**src/rtl/est_output_mxv_pkg.sv**
```systemverilog
// Shared fixed-point types and helpers for the estimate-output datapath.
package est_output_mxv_pkg;

   localparam int FXP_N    = 16;
   localparam int FXP_FRAC = 8;

   typedef enum logic [0:0] {
      ST_IDLE = 1'b0,
      ST_MAC  = 1'b1
   } mxv_state_e;

   function automatic int clog2(input int value);
      int res;
      res = 0;
      while ((1 << res) < value) res = res + 1;
      return res;
   endfunction

   // Index widths never collapse to zero bits, even for a single row/pair.
   function automatic int clog2_min1(input int value);
      return (value > 1) ? clog2(value) : 1;
   endfunction

endpackage

```
**src/rtl/fxp_mul.sv**
```systemverilog
// Signed fixed-point multiplier: full 2N-bit product plus an N-bit truncated view.
module fxp_mul #(
   parameter int N    = 16,
   parameter int FRAC = 8
) (
   input  logic [N-1:0]   a,
   input  logic [N-1:0]   b,
   output logic [2*N-1:0] y_full,
   output logic [N-1:0]   y_trunc
);

   logic [2*N-1:0] a_ext;
   logic [2*N-1:0] b_ext;

   // Sign-extended operands make the modulo-2^2N product the exact signed product.
   assign a_ext   = {{N{a[N-1]}}, a};
   assign b_ext   = {{N{b[N-1]}}, b};
   assign y_full  = a_ext * b_ext;
   assign y_trunc = y_full[FRAC +: N];

endmodule

```
**src/rtl/fxp_round_sat.sv**
```systemverilog
// Wide accumulator to N-bit fixed-point conversion: optional round-half-up,
// arithmetic shift by FRAC, then saturate or wrap.
module fxp_round_sat #(
   parameter int IW    = 33,
   parameter int N     = 16,
   parameter int FRAC  = 8,
   parameter int ROUND = 0,
   parameter int SAT   = 0
) (
   input  logic [IW-1:0] din,
   output logic [N-1:0]  dout
);

   localparam logic [IW-1:0] RND  = (ROUND != 0 && FRAC > 0) ?
                                    (IW'(1) << ((FRAC > 0) ? FRAC - 1 : 0)) : '0;
   localparam logic [IW-1:0] MAXV = {{(IW-N+1){1'b0}}, {(N-1){1'b1}}};
   localparam logic [IW-1:0] MINV = ~MAXV;

   logic [IW-1:0] v;
   logic [IW-1:0] r;
   logic          over;
   logic          under;

   assign v     = din + RND;
   assign r     = $signed(v) >>> FRAC;
   assign over  = $signed(r) > $signed(MAXV);
   assign under = $signed(r) < $signed(MINV);

   always_comb begin
      dout = r[N-1:0];
      if (SAT != 0) begin
         if (over)       dout = MAXV[N-1:0];
         else if (under) dout = MINV[N-1:0];
      end
   end

endmodule

```
**src/rtl/est_output_mxv.sv**
```systemverilog
// Serial z = H*x for the estimate-output stage: two products per cycle, one row
// result rounded/saturated and written to Z on the last pair of each row.
//
// state   | meaning
// ST_IDLE | waiting for start; operands captured on acceptance
// ST_MAC  | one column pair per cycle, row result written on the last pair
module est_output_mxv
   import est_output_mxv_pkg::*;
#(
   parameter int N     = FXP_N,
   parameter int FRAC  = FXP_FRAC,
   parameter int ROWS  = 2,
   parameter int COLS  = 2,
   parameter int ROUND = 0,
   parameter int SAT   = 0
) (
   input  logic                          clk,
   input  logic                          rst_n,
   input  logic                          start,
   input  logic [ROWS*COLS*N-1:0]        h_flat,
   input  logic [COLS*N-1:0]             x_flat,
   output logic                          busy,
   output logic                          row_valid,
   output logic [clog2_min1(ROWS)-1:0]   row_idx,
   output logic                          done,
   output logic [ROWS*N-1:0]             Z
);

   localparam int CPR = (COLS + 1) / 2;
   localparam int RW  = clog2_min1(ROWS);
   localparam int PW  = clog2_min1(CPR);
   localparam int AW  = 2*N + clog2(COLS) + 1;

   mxv_state_e             state_q, state_d;
   logic [ROWS*COLS*N-1:0] h_q, h_d;
   logic [COLS*N-1:0]      x_q, x_d;
   logic [RW-1:0]          row_q, row_d;
   logic [RW-1:0]          row_idx_q, row_idx_d;
   logic [PW-1:0]          pair_q, pair_d;
   logic [AW-1:0]          acc_q, acc_d;
   logic [ROWS*N-1:0]      z_q, z_d;
   logic                   busy_q, busy_d;
   logic                   row_valid_q, row_valid_d;
   logic                   done_q, done_d;

   logic [N-1:0]   h0, h1, x0, x1, res;
   logic [2*N-1:0] m0, m1;
   logic [N-1:0]   mul0_trunc_unused, mul1_trunc_unused;
   logic [AW-1:0]  sum;
   logic           last_pair, last_row;

   // Odd COLS: the second slot of the final pair matches no column and stays zero.
   always_comb begin
      h0 = '0;
      h1 = '0;
      x0 = '0;
      x1 = '0;
      for (int c = 0; c < COLS; c++) begin
         if (c == 2*int'(pair_q)) begin
            x0 = x_q[c*N +: N];
            for (int r = 0; r < ROWS; r++)
               if (r == int'(row_q)) h0 = h_q[(r*COLS+c)*N +: N];
         end
         if (c == 2*int'(pair_q) + 1) begin
            x1 = x_q[c*N +: N];
            for (int r = 0; r < ROWS; r++)
               if (r == int'(row_q)) h1 = h_q[(r*COLS+c)*N +: N];
         end
      end
   end

   fxp_mul #(.N(N), .FRAC(FRAC)) u_mul0 (
      .a       (h0),
      .b       (x0),
      .y_full  (m0),
      .y_trunc (mul0_trunc_unused)
   );

   fxp_mul #(.N(N), .FRAC(FRAC)) u_mul1 (
      .a       (h1),
      .b       (x1),
      .y_full  (m1),
      .y_trunc (mul1_trunc_unused)
   );

   assign sum = ((pair_q == '0) ? '0 : acc_q)
              + {{(AW-2*N){m0[2*N-1]}}, m0}
              + {{(AW-2*N){m1[2*N-1]}}, m1};

   fxp_round_sat #(.IW(AW), .N(N), .FRAC(FRAC), .ROUND(ROUND), .SAT(SAT)) u_round_sat (
      .din  (sum),
      .dout (res)
   );

   assign last_pair = (pair_q == PW'(CPR - 1));
   assign last_row  = (row_q == RW'(ROWS - 1));

   always_comb begin
      state_d     = state_q;
      h_d         = h_q;
      x_d         = x_q;
      row_d       = row_q;
      pair_d      = pair_q;
      acc_d       = acc_q;
      z_d         = z_q;
      busy_d      = busy_q;
      row_idx_d   = row_idx_q;
      row_valid_d = 1'b0;
      done_d      = 1'b0;
      case (state_q)
         ST_IDLE: begin
            if (start) begin
               state_d = ST_MAC;
               h_d     = h_flat;
               x_d     = x_flat;
               row_d   = '0;
               pair_d  = '0;
               busy_d  = 1'b1;
            end
         end
         ST_MAC: begin
            acc_d = sum;
            if (last_pair) begin
               for (int r = 0; r < ROWS; r++)
                  if (r == int'(row_q)) z_d[r*N +: N] = res;
               row_valid_d = 1'b1;
               row_idx_d   = row_q;
               pair_d      = '0;
               if (last_row) begin
                  state_d = ST_IDLE;
                  busy_d  = 1'b0;
                  done_d  = 1'b1;
               end else begin
                  row_d = row_q + RW'(1);
               end
            end else begin
               pair_d = pair_q + PW'(1);
            end
         end
         default: state_d = ST_IDLE;
      endcase
   end

   always_ff @(posedge clk or negedge rst_n) begin
      if (!rst_n) begin
         state_q     <= ST_IDLE;
         h_q         <= '0;
         x_q         <= '0;
         row_q       <= '0;
         pair_q      <= '0;
         acc_q       <= '0;
         z_q         <= '0;
         busy_q      <= 1'b0;
         row_idx_q   <= '0;
         row_valid_q <= 1'b0;
         done_q      <= 1'b0;
      end else begin
         state_q     <= state_d;
         h_q         <= h_d;
         x_q         <= x_d;
         row_q       <= row_d;
         pair_q      <= pair_d;
         acc_q       <= acc_d;
         z_q         <= z_d;
         busy_q      <= busy_d;
         row_idx_q   <= row_idx_d;
         row_valid_q <= row_valid_d;
         done_q      <= done_d;
      end
   end

   assign busy      = busy_q;
   assign row_valid = row_valid_q;
   assign row_idx   = row_idx_q;
   assign done      = done_q;
   assign Z         = z_q;

endmodule

```
**config.mk**
```make
export PLATFORM = sky130hd
export DESIGN_NAME = est_output_mxv
export DESIGN_NICKNAME = d
export VERILOG_FILES = /design/src/rtl/est_output_mxv_pkg.sv /design/src/rtl/fxp_mul.sv /design/src/rtl/fxp_round_sat.sv /design/src/rtl/est_output_mxv.sv
export SDC_FILE = /design/constraint.sdc
export NUM_CORES = 1
export LEC_CHECK = 0
export CORE_ASPECT_RATIO = 1.25
export CORE_MARGIN = 4
export CORE_UTILIZATION = 65
export DETAILED_ROUTE_END_ITERATION = 7
export PLACE_DENSITY = 0.85
export REMOVE_ABC_BUFFERS = 1
export SLEW_MARGIN = 20
export SYNTH_ARGS = -nofsm -noshare
export SYNTH_HDL_FRONTEND = slang
export SYNTH_HIERARCHICAL = 1
export SYNTH_SLANG_ARGS = --single-unit
```
**constraint.sdc**
```tcl
create_clock -name clk -period 24.9 [get_ports clk]
set_clock_uncertainty 0.15 [all_clocks]
set_input_delay 4.98 -clock clk [delete_from_list [all_inputs] [get_ports clk]]
set_output_delay 4.98 -clock clk [all_outputs]
set_load 0.01 [all_outputs]
```
## Word-level counts from Yosys, hierarchy flattened

Index checks and enable logic that the tools add are counted.

| cells by class | value |
|---|---|
| reductions and logical operators | 8 |
| $add $sub $neg | 5 |
| equality and inequality tests | 4 |
| multiplexer cells | 28 |
| div/mod/pow operators | 0 |
| $lt $le $gt $ge | 0 |
| shifts and indexed selects | 0 |
| multiply operators | 2 |
| bitwise logic cells | 3 |

Operators with widths:

| operator | number |
|---|---|
| $mux 16 | 8 |
| $add 34x34->34 | 2 |
| $logic_not 32->1 | 2 |
| $mul 16x16->32 | 2 |
| $mux 34 | 1 |
| $mux 1 | 15 |
| $reduce_and 3->1 | 3 |
| $pmux 1 s2 | 4 |
| $reduce_and 2->1 | 3 |
| $ne 2x2->1 const B | 2 |
| $add 2x1->3 const B | 1 |
| $eq 1x3->1 const A | 1 |
| $not 1->1 | 3 |
| $add 1x1->1 const B | 2 |
| $ne 2x1->1 const B | 1 |

| storage, ports and cells | value |
|---|---|
| bits in latches | 0 |
| output and inout bits | 36 |
| input port bits | 99 |
| memories kept | 0 |
| flip-flop bits (word level) | 169 |
| bits in writable memories | 0 |
| logic and storage cells | 62 |
| bits in read-only memories | 0 |

## Logic depth before layout (Yosys ltp)

| logic depth | value |
|---|---|
| word-level depth | 6 |
| depth in mapped cells | 36 |
| gate-level depth less buffers | 31 |

## By module

Netlist, hierarchy kept.

Modules (own cells, without submodules):

| module | cells an instance | seq. area each (µm²) | instances | area each (µm²) |
|---|---|---|---|---|
| fxp_mul at u_mul0 | 1110 | 0.0 | 1 | 9982.1 |
| fxp_mul at u_mul1 | 1093 | 0.0 | 1 | 9937.0 |
| est_output_mxv | 582 | 3353.2 | 1 | 7330.8 |
| fxp_round_sat | 16 | 0.0 | 1 | 120.1 |

## Worst setup path after synthesis

Ideal clock, no wire load.

| timing path | value |
|---|---|
| kind | register -> register |
| from | reg row_q (netlist: last_row) |
| to | reg z_q[13] (netlist: Z[13]) |
| slack | 16.650 ns |
| cell stages (with the launch flop) | 33 |
| arrival time | 7.975 ns |
| required time | 24.625 ns |
| setup time | 0.125 ns |
| path through | dfrtp_1 clkbuf_1 clkbuf_1 mux2_2 clkbuf_1 and2_1 fa_1 fa_1 ha_1 inv_1 fa_1 fa_1 fa_1 inv_1 ha_1 a21o_1 or3_1 o211ai_2 nand2_1 or2_2 a21oi_1 xnor2_1 ha_1 ha_1 a21oi_1 o21ai_1 a41o_1 o21ai_1 nor2_1 a211oi_1 xnor2_1 buf_4 mux2_2 |

| on the way | value |
|---|---|
| word-level cells in the longest chain between the ends | 5 |
| elaborated cells between the ends (all ways) | 11 |
| those cells by class | add/sub (2); mul (2); mux (5); bitwise (1); reduce/logical (1) |

Ends and longest elaborated chain:

| what | line | text |
|---|---|---|
| start: declaration | est_output_mxv.sv:37 | `logic [RW-1:0] row_q, row_d;` |
| start signal: assignment | est_output_mxv.sv:161 | `row_q <= row_d;` |
| $mux 16 | est_output_mxv.sv:62 | `if (r == int'(row_q)) h0 = h_q[(r*COLS+c)*N +: N];` |
| $mux 16 | est_output_mxv.sv:59 | `if (c == 2*int'(pair_q)) begin` |
| net h0[6] | est_output_mxv.sv:46 | `logic [N-1:0] h0, h1, x0, x1, res;` |
| $mul 16x16->32 | fxp_mul.sv:18 | `assign y_full = a_ext * b_ext;` |
| net m0[14] | est_output_mxv.sv:47 | `logic [2*N-1:0] m0, m1;` |
| $add 34x34->34 | est_output_mxv.sv:87 | `+ {{(AW-2*N){m0[2*N-1]}}, m0}` |
| $add 34x34->34 | est_output_mxv.sv:88 | `+ {{(AW-2*N){m1[2*N-1]}}, m1};` |
| net sum[21] | est_output_mxv.sv:49 | `logic [AW-1:0] sum;` |
| end signal: assignment | est_output_mxv.sv:164 | `z_q <= z_d;` |
| end: declaration | est_output_mxv.sv:41 | `logic [ROWS*N-1:0] z_q, z_d;` |

The timed path passes the listed nets, and every way through them passes these cells.
A chain may end at the register's enable or synchronous reset.

## Worst setup path after layout

| timing path | value |
|---|---|
| from | reg row_q (netlist: last_row) |
| to | reg z_q[14] (netlist: Z[14]) |

| on the way | value |
|---|---|
| word-level cells in the longest chain between the ends | 5 |
| elaborated cells between the ends (all ways) | 11 |
| those cells by class | add/sub (2); mul (2); mux (5); bitwise (1); reduce/logical (1) |

Ends and longest elaborated chain:

| what | line | text |
|---|---|---|
| $mux 16 | est_output_mxv.sv:67 | `if (r == int'(row_q)) h1 = h_q[(r*COLS+c)*N +: N];` |
| $mux 16 | est_output_mxv.sv:64 | `if (c == 2*int'(pair_q) + 1) begin` |
| $mux 16 (*) | est_output_mxv.sv:64 |  |
| net h1[7] | est_output_mxv.sv:46 |  |
| $mul 16x16->32 (*) | fxp_mul.sv:18 |  |
| net m1[21] | est_output_mxv.sv:47 |  |
| $add 34x34->34 (*) | est_output_mxv.sv:88 |  |
| net sum[22] | est_output_mxv.sv:49 |  |

The timed path passes the listed nets; every way through them passes the cells marked *.

==> flow_summary.yaml <==
run:
  maxCapViolations: 0
clock_network:
  hold_buffers: 0
  h-tree-depth: 4
  cts.path.max_buffers: 2
  clkTransAtPathRegs_ps: 60
  root_buffer: "clkbuf_16"
  clock_latency_ps: 440
  post_cts_resized: 0
  cts_tree: "yes"
  cts_num_sinks: 134
  post_cts_buffers: 0
  cts_made_buffers: 17
worst_setup_path:
  critical-path-max-stage-delay_ps: 580
  path_buf_inv: 6
  r2r_start: "last_row$_DFFE_PN0P_"
  r2r_slack_ps: 16370
  cp-endpoint: "Z[14]$_DFFE_PN0P_"
  crit_arrival_ps: 8710
  path_common_cell: "fa_1"
  ff2ff_path_depth: 30
  cp.required_ps: 25070
  r2r_end: "Z[14]$_DFFE_PN0P_"
  worstSetupStartpoint: "last_row$_DFFE_PN0P_"
  cp-end-kind: "flip-flop"
  cp_slowest_cell: "fa_1"
  critPathKind: "reg2reg"
  crit_fanout: 35
  cp.depth: 30
  path_delay_family: "adder cells"
  start_kind: "flip-flop"
timing:
  slew_headroom_pct: 28.4
  fin_tns_setup_ps: 0
  worst_slew_pin_slew_ps: 1070
  rsz0062_at_grt: "false"
  fmax_ghz: 0.117
  setup_violations: 0
  drv_slew: 0
  finalCriticalPeriod_ps: 8530
  finalCritPeriodShare_pct: 34.3
  hold_violations: 0
routing:
  drc: 0
  firstDrtPassIters: 8
  drtIter0Drc: 827
  wl_per_cell_um: 18.2
  totalWireLength_um: 49900
  vias: 15300
  detail-route-antenna-nets: 0
  vias_per_cell: 5.59
grt:
  antenna_found_initial: 0
  grt_max_degree: 71
  track_usage_pct: 28.3
  grt_pass1_vias: 17500
  grt_pass1_wl_um: 85300
  globalRouteOverflowTotal: 0
yosys:
  syn_inst: 2253
  yosysWarnings: 6
  syn_area_per_cell_sq_um: 9.82
  synth_area_sq_um: 22100
placement:
  place.gp.congestion: 0.987
  hpwlAfterDp_um: 40900
  port-buffer-count: 134
final_layout:
  finalNetCount: 2999
  final_util_pct: 71.9
  diodes: 0
  filler_cell_count: 2402
  areaGrowthSynthToFinish_pct: 9.21
  drive_gt1_share_pct: 9.61
floorplanning:
  num_rows: 75
  start_util_pct: 65.9
  io_pins: 135
  fp.dieArea_sq_um: 37100
  die_w_um: 173
  die_h_um: 214
  core_sq_um: 33600
outcome:
  outcome: "finished clean"
worst_hold_path:
  hp-class: "reg2reg"
per-stage QoR:
step / worst slack [ps] / area (sq um) / instances / hold slack (ps)
2_1_floorplan: 14940 / 21700 / 2151 / 273
3_3_place_gp: 16630 / 23600 / 2712 / 331
3_5_place_dp: 16410 / 23600 / 2712 / 342
4_1_cts: 16410 / 24200 / 2743 / 356
5_1_grt: 15920 / 24200 / 2743 / 369
6_report: 16370 / 24200 / 2743 / 352
registers in the layout, indices dropped and copies added (netlist names):
register / flops
row_valid: 1
Z: 32
row_idx: 1
state_q: 1
x_q: 32
last_row: 1
done: 1
h_q: 64
busy: 1
how the worst min path moves through the flow:
| stage | from | cells after the start | end |
|---|---|---|---|
| 3_3_place_gp | busy$_DFFE_PN0P_ | 2 | busy$_DFFE_PN0P_ |
| 5_1_grt | h_q[25]$_DFFE_PN0P_ | 1 | h_q[25]$_DFFE_PN0P_ |
| 3_5_place_dp | h_q[7]$_DFFE_PN0P_ | 1 | h_q[7]$_DFFE_PN0P_ |
| 4_1_cts | h_q[46]$_DFFE_PN0P_ | 1 | h_q[46]$_DFFE_PN0P_ |
| 2_1_floorplan | state_q$_DFF_PN0_ | 0 | row_valid$_DFF_PN0_ |
| 6_report | h_q[46]$_DFFE_PN0P_ | 1 | h_q[46]$_DFFE_PN0P_ |
area by class of cell:
| cell class | count | area, sq um | area share [%] |
|---|---|---|---|
| Multi-Input combinational cell | 1527 | 16500 | 68.3 |
| Sequential cell | 134 | 3350 | 13.9 |
| Inverter | 490 | 1840 | 7.61 |
| Timing Repair Buffer | 138 | 1370 | 5.68 |
| Tap cell | 423 | 529 | 2.19 |
| Clock buffer | 18 | 429 | 1.78 |
| Clock inverter | 13 | 148 | 0.611 |
layout by cell type (no fill, tap or decap), drive strengths merged, types with 3 or more instances in the layout:
master	instances
a211oi	13
a21o	24
a21oi	55
a31oi	4
and2	216
and3	6
buf	5
clkbuf	18
clkdlybuf4s50	133
clkinv	3
clkinvlp	3
dfrtp	134
fa	397
ha	195
inv	495
mux2	160
nand2	258
nand2b	3
nand3	13
nand4	3
nor2	43
nor2b	5
nor3	7
o211ai	6
o21a	7
o21ai	31
o21bai	7
o31ai	3
or2	3
xnor2	38
xor2	11
layer usage:
layer / routed length (um) / track usage (%) / vias up
li1: - / - / 6923
met2: 27900 / 53.4 / 419
met3: 1800 / 3.76 / 143
met4: 1810 / 11.0 / 0
met1: 18400 / 32.4 / 7842
met5: 0 / 0 / -
Power is not shown: default switching activity piles up to over one toggle a cycle in this logic, so the estimate is an artifact.
